### src/rtl/mem_arbiter.sv
`default_nettype none
// ============================================================================
// mem_arbiter : grants one of NCORES cores access to a fixed-latency data
//               memory and returns a one-cycle dacq with broadcast read data.
// Optional    : ARB_FIXED_PRIO_EN selects fixed priority (lowest index wins).
// Revision    : 1.0
// ============================================================================
module mem_arbiter #(
   parameter int NCORES  = 4,
   parameter int AW      = 8,
   parameter int DW      = 8,
   parameter int MEM_LAT = 2
) (
   input  logic                       CLK,
   input  logic                       RST,
   input  logic [NCORES-1:0]          req,
   input  logic [NCORES-1:0]          wen,
   input  logic [NCORES*AW-1:0]       addr,
   input  logic [NCORES*DW-1:0]       wdata,
   output logic [NCORES-1:0]          dacq,
   output logic [DW-1:0]              rdata,
   output logic [AW-1:0]              mem_addr,
   output logic [DW-1:0]              mem_wdata,
   output logic                       mem_we,
   input  logic [DW-1:0]              mem_rdata,
   output logic [$clog2(NCORES)-1:0]  grant_id,
   output logic                       busy
);

   localparam int IDW = $clog2(NCORES);
   localparam int CW  = $clog2(MEM_LAT + 1);

   typedef enum logic [1:0] {
      IDLE   = 2'd0,
      ACCESS = 2'd1,
      ACK    = 2'd2
   } state_t;

   state_t          state_q;
   state_t          state_d;
   logic [CW-1:0]   cnt;
   logic [IDW-1:0]  winner;

`ifdef ARB_FIXED_PRIO_EN
   // Descending scan so the lowest requesting index is the final assignment.
   always_comb begin
      winner = '0;
      for (int i = NCORES - 1; i >= 0; i--) begin
         if (req[i]) winner = IDW'(i);
      end
   end
`else
   logic [IDW-1:0]  last;
   logic [IDW-1:0]  idx;

   // Scan offsets from farthest to nearest so the first set bit after last wins.
   always_comb begin
      winner = '0;
      idx    = '0;
      for (int i = NCORES; i >= 1; i--) begin
         idx = IDW'((int'(last) + i) % NCORES);
         if (req[idx]) winner = idx;
      end
   end

   always_ff @(posedge CLK or posedge RST) begin
      if (RST) begin
         last <= IDW'(NCORES - 1);
      end else if (state_q == IDLE && |req) begin
         last <= winner;
      end
   end
`endif

   always_ff @(posedge CLK or posedge RST) begin
      if (RST) begin
         state_q <= IDLE;
      end else begin
         state_q <= state_d;
      end
   end

   always_comb begin
      state_d = state_q;
      case (state_q)
         IDLE:    if (|req) state_d = ACCESS;
         ACCESS:  if (cnt == '0) state_d = ACK;
         ACK:     state_d = IDLE;
         default: state_d = IDLE;
      endcase
   end

   assign busy = (state_q != IDLE);

   always_ff @(posedge CLK or posedge RST) begin
      if (RST) begin
         cnt       <= '0;
         dacq      <= '0;
         rdata     <= '0;
         mem_addr  <= '0;
         mem_wdata <= '0;
         mem_we    <= 1'b0;
         grant_id  <= '0;
      end else begin
         // Write strobe and acknowledge are single-cycle pulses.
         mem_we <= 1'b0;
         dacq   <= '0;
         case (state_q)
            IDLE: begin
               if (|req) begin
                  mem_addr  <= addr[int'(winner)*AW +: AW];
                  mem_wdata <= wdata[int'(winner)*DW +: DW];
                  mem_we    <= wen[winner];
                  grant_id  <= winner;
                  cnt       <= CW'(MEM_LAT - 1);
               end
            end
            ACCESS: begin
               if (cnt != '0) begin
                  cnt <= cnt - 1'b1;
               end else begin
                  rdata          <= mem_rdata;
                  dacq[grant_id] <= 1'b1;
               end
            end
            default: ;
         endcase
      end
   end

endmodule
`default_nettype wire

### config.mk
export PLATFORM = sky130hd
export DESIGN_NAME = mem_arbiter
export DESIGN_NICKNAME = d
export VERILOG_FILES = /design/src/rtl/mem_arbiter.sv
export SDC_FILE = /design/constraint.sdc
export NUM_CORES = 1
export LEC_CHECK = 0
export BUFFER_PORTS_ARGS = -buffer_cell sky130_fd_sc_hd__buf_4
export CAP_MARGIN = 20
export CORE_ASPECT_RATIO = 0.8
export CORE_MARGIN = 2
export CORE_UTILIZATION = 41
export DETAILED_ROUTE_END_ITERATION = 10
export GPL_TIMING_DRIVEN = 0
export MAX_ROUTING_LAYER = met4
export PLACE_DENSITY = 0.75
export SLEW_MARGIN = 15
export SYNTH_ARGS = -nofsm -noshare
export SYNTH_HDL_FRONTEND = slang
export SYNTH_SLANG_ARGS = --single-unit
### constraint.sdc
create_clock -name CLK -period 1.85 [get_ports CLK]
set_input_delay 0.2775 -clock CLK [delete_from_list [all_inputs] [get_ports CLK]]
set_output_delay 0.2775 -clock CLK [all_outputs]
set_load 0.005 [all_outputs]
==> After elaboration in Yosys (flattened, before gate mapping) <==
Cells that the tools add are included.
W data, S select, Z words.
{ "op_classes": {"n_addsub": 5, "magnitude_cmp": 7, "n_eq_ne": 4, "shift": 2, "muxes": 25, "n_bitwise": 1, "n_reduce_logical": 12} }
{ "ops": {"columns": ["cell", "n"], "rows": [
  ["$shiftx A32 B6 Y8", 2],
  ["$lt A2 B3 Y1 const B", 6],
  ["$mux W2", 7],
  ["$bmux W1 S2", 5],
  ["$mux W1", 8],
  ["$mux W4", 2],
  ["$pmux W2 S2", 2],
  ["$reduce_and A2 Y1", 3],
  ["$reduce_bool A2 Y1", 3],
  ["$add A2 B1 Y2 const B", 2],
  ["$add A2 B2 Y2 const B", 2],
  ["$logic_not A2 Y1", 2],
  ["$ne A2 B2 Y1 const B", 2],
  ["$reduce_or A4 Y1", 1],
  ["$reduce_and A3 Y1", 1],
  ["$demux W1 S2", 1],
  ["$eq A2 B1 Y1 const B", 1],
  ["$ge A2 B1 Y1 const B", 1],
  ["$logic_and A1 B1 Y1", 2],
  ["$ne A2 B1 Y1 const B", 1],
  ["$sub A2 B1 Y2 const B", 1],
  ["$not A1 Y1", 1]
]} }
{ "totals": {"regBits": 37, "input_bits": 82, "out_inout_bits": 32, "elab_cells": 65} }

==> Logic depth before layout (Yosys ltp) <==
{ "depth": {"word_depth": 11, "ltp_mapped": 7, "mapped_depth_nobuf": 6} }

==> Worst setup path after synthesis <==
OpenSTA, ideal clock, no wires.
{ "synth_path": {"path_type": "flip-flop to flip-flop", "from": "register last[1]", "to": "register mem_addr[7]", "setup_time_ns": 0.127, "arrival_ns": 1.611, "t_required_ns": 1.723, "setup_slack_ns": 0.112, "stages_incl_launch_ff": 8, "n_path_buf": 2, "synth_period_minus_slack_ns": 1.738, "cell_sequence": "dfstp_2 o21ai_0 o221a_2 nand2b_1 buf_6 buf_6 a211oi_2 a211oi_2"} }
{ "synth_between": {"elab_chain_len": 8, "elab_cells_between_ends": 17, "classes_between": "add/sub: 4; shift: 1; mux: 12"} }
{ "synth_rtl": {"columns": ["element", "line", "source"], "rows": [
  ["start, declared", "53", "logic [IDW-1:0] last;"],
  ["start signal, assigned", "68", "last <= IDW'(NCORES - 1);"],
  ["start signal, assigned", "70", "last <= winner;"],
  ["$add A2 B1 Y2", "61", "idx = IDW'((int'(last) + i) % NCORES);"],
  ["$bmux W1 S2", "62", "if (req[idx]) winner = idx;"],
  ["$mux W1 (not written as such)", "62", null],
  ["$mux W2 (3 in series)", "62", null],
  ["$mux W2 (*)", "62", null],
  ["$shiftx A32 B6 Y8 (*)", "111", "mem_addr <= addr[int'(winner)*AW +: AW];"],
  ["end signal, assigned", "111", null],
  ["end, declared", "22", "output logic [AW-1:0] mem_addr,"]
]} }
Mark *: on every way between the ends. The rest lies on a longest branch, timed or not. The select of a mux whose other input is x is not followed.
A chain may end at the register's enable or synchronous reset.

==> Worst setup path after layout <==
{ "layout_path": {"from": "register last[0]", "to": "register mem_wdata[0]"} }
{ "layout_between": {"elab_chain_len": 8, "elab_cells_between_ends": 17, "classes_between": "add/sub: 4; shift: 1; mux: 12"} }
{ "layout_rtl": {"columns": ["element", "line", "source"], "rows": [
  ["$add A2 B1 Y2", "61", null],
  ["$bmux W1 S2", "62", null],
  ["$mux W1 (not written as such)", "62", null],
  ["$mux W2 (3 in series)", "62", null],
  ["$mux W2 (*)", "62", null],
  ["$shiftx A32 B6 Y8 (*)", "112", "mem_wdata <= wdata[int'(winner)*DW +: DW];"],
  ["end signal, assigned", "112", null],
  ["end, declared", "23", "output logic [DW-1:0] mem_wdata,"]
]} }
Marks and branches as above.

==> run_results.csv <==
group,metric,value,unit
worst_hold_path,hold_depth,3,
timing,setup_viol,0,
worst_setup_path,reg2reg_to,"mem_wdata[0]",
timing,whs,181,ps
clock_tree,clock-root-buffer,"clkbuf_8",
synthesis,syn-cell-area,2220,um2
detailed_routing,drcViolationCount,0,
detailed_routing,first_pass_iters,4,
clock_tree,cts_inserted_buffers,5,
timing,fin_crit,1800,ps
global_routing,gr-total-overflow,0,
floorplan,die_width,86.3,um
worst_hold_path,whs_endpoint,"rdata[5]",
synthesis,async_flop_share,1.00,
synthesis,synthMuxAreaShare,0.0766,
timing,slew_headroom,0.656,
flow_run,max_cap_violations,0,
pwr,leakage,1.66,nW
final_layout,area_delta_synth_final,56.1,%
placed_design,dp_cells,394,
synthesis,synth_fa_ha_area_frac,0.00563,
synthesis,ys_ff_latch,37,
placed_design,dpl_cell_area,3170,um2
worst_setup_path,reg2regPathDepth,7,
final_layout,finish.net_count,431,
global_routing,grt_max_degree,28,
timing,fin_skew,11.6,ps
worst_setup_path,crit_arrival,1960,ps
final_layout,drive_gt1_frac,0.542,
synthesis,synth_top_family_by_area,"compound AO/OA/AOI/OAI gates",
synthesis,synth_most_common_cell,"dfrtp_1",
detailed_routing,dr_wl_met3,325,um
global_routing,grt_pass1_vias,2148,
floorplan,coreArea,5120,um2
pwr,ir_worst_vdd,632,uV
floorplan,die_area,6030,um2
synthesis,syn_area_per_cell,10.2,um2
worst_setup_path,end_kind,"flip-flop",
floorplan,start_util,0.434,
synthesis,netlist_top_cells_area,"dfrtp_1 (39%), a211oi_2 (18%), mux2i_1 (7.7%)",
detailed_routing,drt_iter0_markers,105,
final_layout,final_cell_area,3470,um2
worst_hold_path,hold_path_class,"in2reg",
worst_setup_path,critPathKind,"reg2reg",
pwr,finalPower,5.08,mW
global_routing,grt_first_pass_wirelength,10500,um
floorplan,chipHeight,69.8,um
detailed_routing,vias_per_cell,5.14,
clock_tree,cts_sinks,37,
clock_tree,clkTransAtPathRegs,80,ps
status,status,"finished, final reports clean",
clock_tree,cts_tree,"done",
synthesis,yosysTopAreaCell,"dfrtp_1",
detailed_routing,antenna_left,0,
timing,max_freq,0.556,GHz
synthesis,ys_warn_count,0,
timing,setup_tns,0,ps
synthesis,synth-seq-area-share,0.418,
worst_setup_path,critPathRequiredTime,2010,ps
detailed_routing,met1_length,2970,um
floorplan,fp-row-count,23,
timing,finalCritPeriodShare,0.972,
final_layout,fin_cells,411,
synthesis,synth_edf_count,0,
timing,hold_violations,0,
detailed_routing,wl_per_cell,16.1,um
final_layout,antenna_cells,0,
worst_hold_path,worstHoldStart,"mem_rdata[5]",
worst_setup_path,crit_fanout,7,
pwr,power_density,1470,nW/um2
detailed_routing,totalWireLength,6630,um
synthesis,synth_xor_area_frac,0,
global_routing,track_usage,0.226,
worst_setup_path,reg2reg_slack,50,ps
timing,slew_viol_final,0,
synthesis,syn_inst,218,
synthesis,synthSimpleGateAreaFrac,0.130,
synthesis,synth_compound_area_frac,0.277,
worst_setup_path,rr_startpoint,"last[0]",
synthesis,netlist.area_leader.share,0.394,
synthesis,synth_ff_type,"dfrtp_1",
placed_design,hpwl,4820,um
clock_tree,h-tree-depth,2,
placed_design,gp_congestion,0.732,
synthesis,ys_top_cells_by_count,"dfrtp_1 (35), a211oi_2 (32), nand2_1 (26), nor2_1 (22), inv_1 (21)",
detailed_routing,wl_met2,3280,um
clock_tree,clk_latency,290,ps
global_routing,antenna_found_initial,0,
placed_design,port_buffers,113,
floorplan,ios,114,
synthesis,syn_nets,301,
clock_tree,clock_path_buffers,2,
synthesis,synth.lib_cells_used.distinct,33,
timing,tightest_slew,517,ps
detailed_routing,maxUsedRoutingLayer,"met4",
worst_setup_path,crit_path_start_kind,"flip-flop",
detailed_routing,num_vias,2111,
[placed cells by master (no fill, tap or decap), drive strengths merged, types with 2 or more instances in the layout]
cell type,n
nor2b,5
dfstp,2
a31oi,16
nor2,22
nand2b,3
buf,129
o21ai,4
clkinvlp,3
dfrtp,35
mux2i,17
inv,21
nand2,26
and3,2
a21oi,3
a211oi,34
a21o,3
clkbuf,13
or2,2
[layer usage]
metal,global-route usage,up-vias
met5,-,-
met3,0.0321,4
met1,0.302,1012
met2,0.368,72
met4,0.0469,0
li1,-,1023
[through the flow]
step | worst slack [ps] | utilization
after floorplan | 112 | -
after global placement | -109 | 0.614
after detailed placement | -141 | 0.618
after CTS | -13.0 | 0.650
after global routing | -10.2 | 0.677
final | 51.3 | 0.677
[area by class of cell]
cell class / count / area (um2)
fill: 425 / 1660
multi-input combinational: 145 / 1190
timing repair buffer: 123 / 968
sequential: 37 / 928
buffer: 15 / 133
inverter: 21 / 78.8
tap: 62 / 77.6
clock buffer: 5 / 68.8
clock inverter: 3 / 22.5
[registers in the layout, indices dropped and copies added (netlist names)]
name       flops
mem_addr       8
state_q        2
cnt            2
mem_we         1
last           2
dacq           4
grant_id       2
mem_wdata      8
rdata          8
[logic make-up after synthesis]
family	Yosys count
flops	37
mux	17
simple gates	64
buf+inv	36
compound gates	63
fa+ha+maj	1
[power breakdown]
| part | total (mW) | leakage, nW | internal [mW] | switching, mW |
|---|---|---|---|---|
| clock | 0.566 | 0.0364 | 0.264 | 0.302 |
| sequential | 1.43 | 0.436 | 1.21 | 0.224 |
| combinational | 3.08 | 1.18 | 1.59 | 1.50 |
| total | 5.08 | 1.66 | 3.06 | 2.02 |
[timing repair]
item                                   CTS  global route
setup buffers                            3             4
pin swaps                                1             2
endpoints found under the hold margin   10             0
hold buffers                             1             0
gates resized for setup                  9            11
gates cloned                             0             1
setup endpoints to repair               17            14
[worst max path at each step]
stage                       start      endpoint  slack (ps)  cells after the start
final                     last[0]  mem_wdata[0]          50                      7
after global routing      last[0]  mem_wdata[3]         -10                      7
after CTS                 last[0]  mem_wdata[3]         -10                      7
after detailed placement  last[0]  mem_wdata[0]        -140                      7
after global placement    last[0]  mem_wdata[0]        -110                      7
after floorplan           last[1]   mem_addr[7]         110                      7
[critical path: stages, from the launching register on]
cell	delay [ps]
dfstp_2	560
nand2b_4	140
a21o_4	160
and3_4	200
buf_12	130
buf_12	130
mux2i_4	250
a211oi_2	90
(Power assumes the default switching activity.)
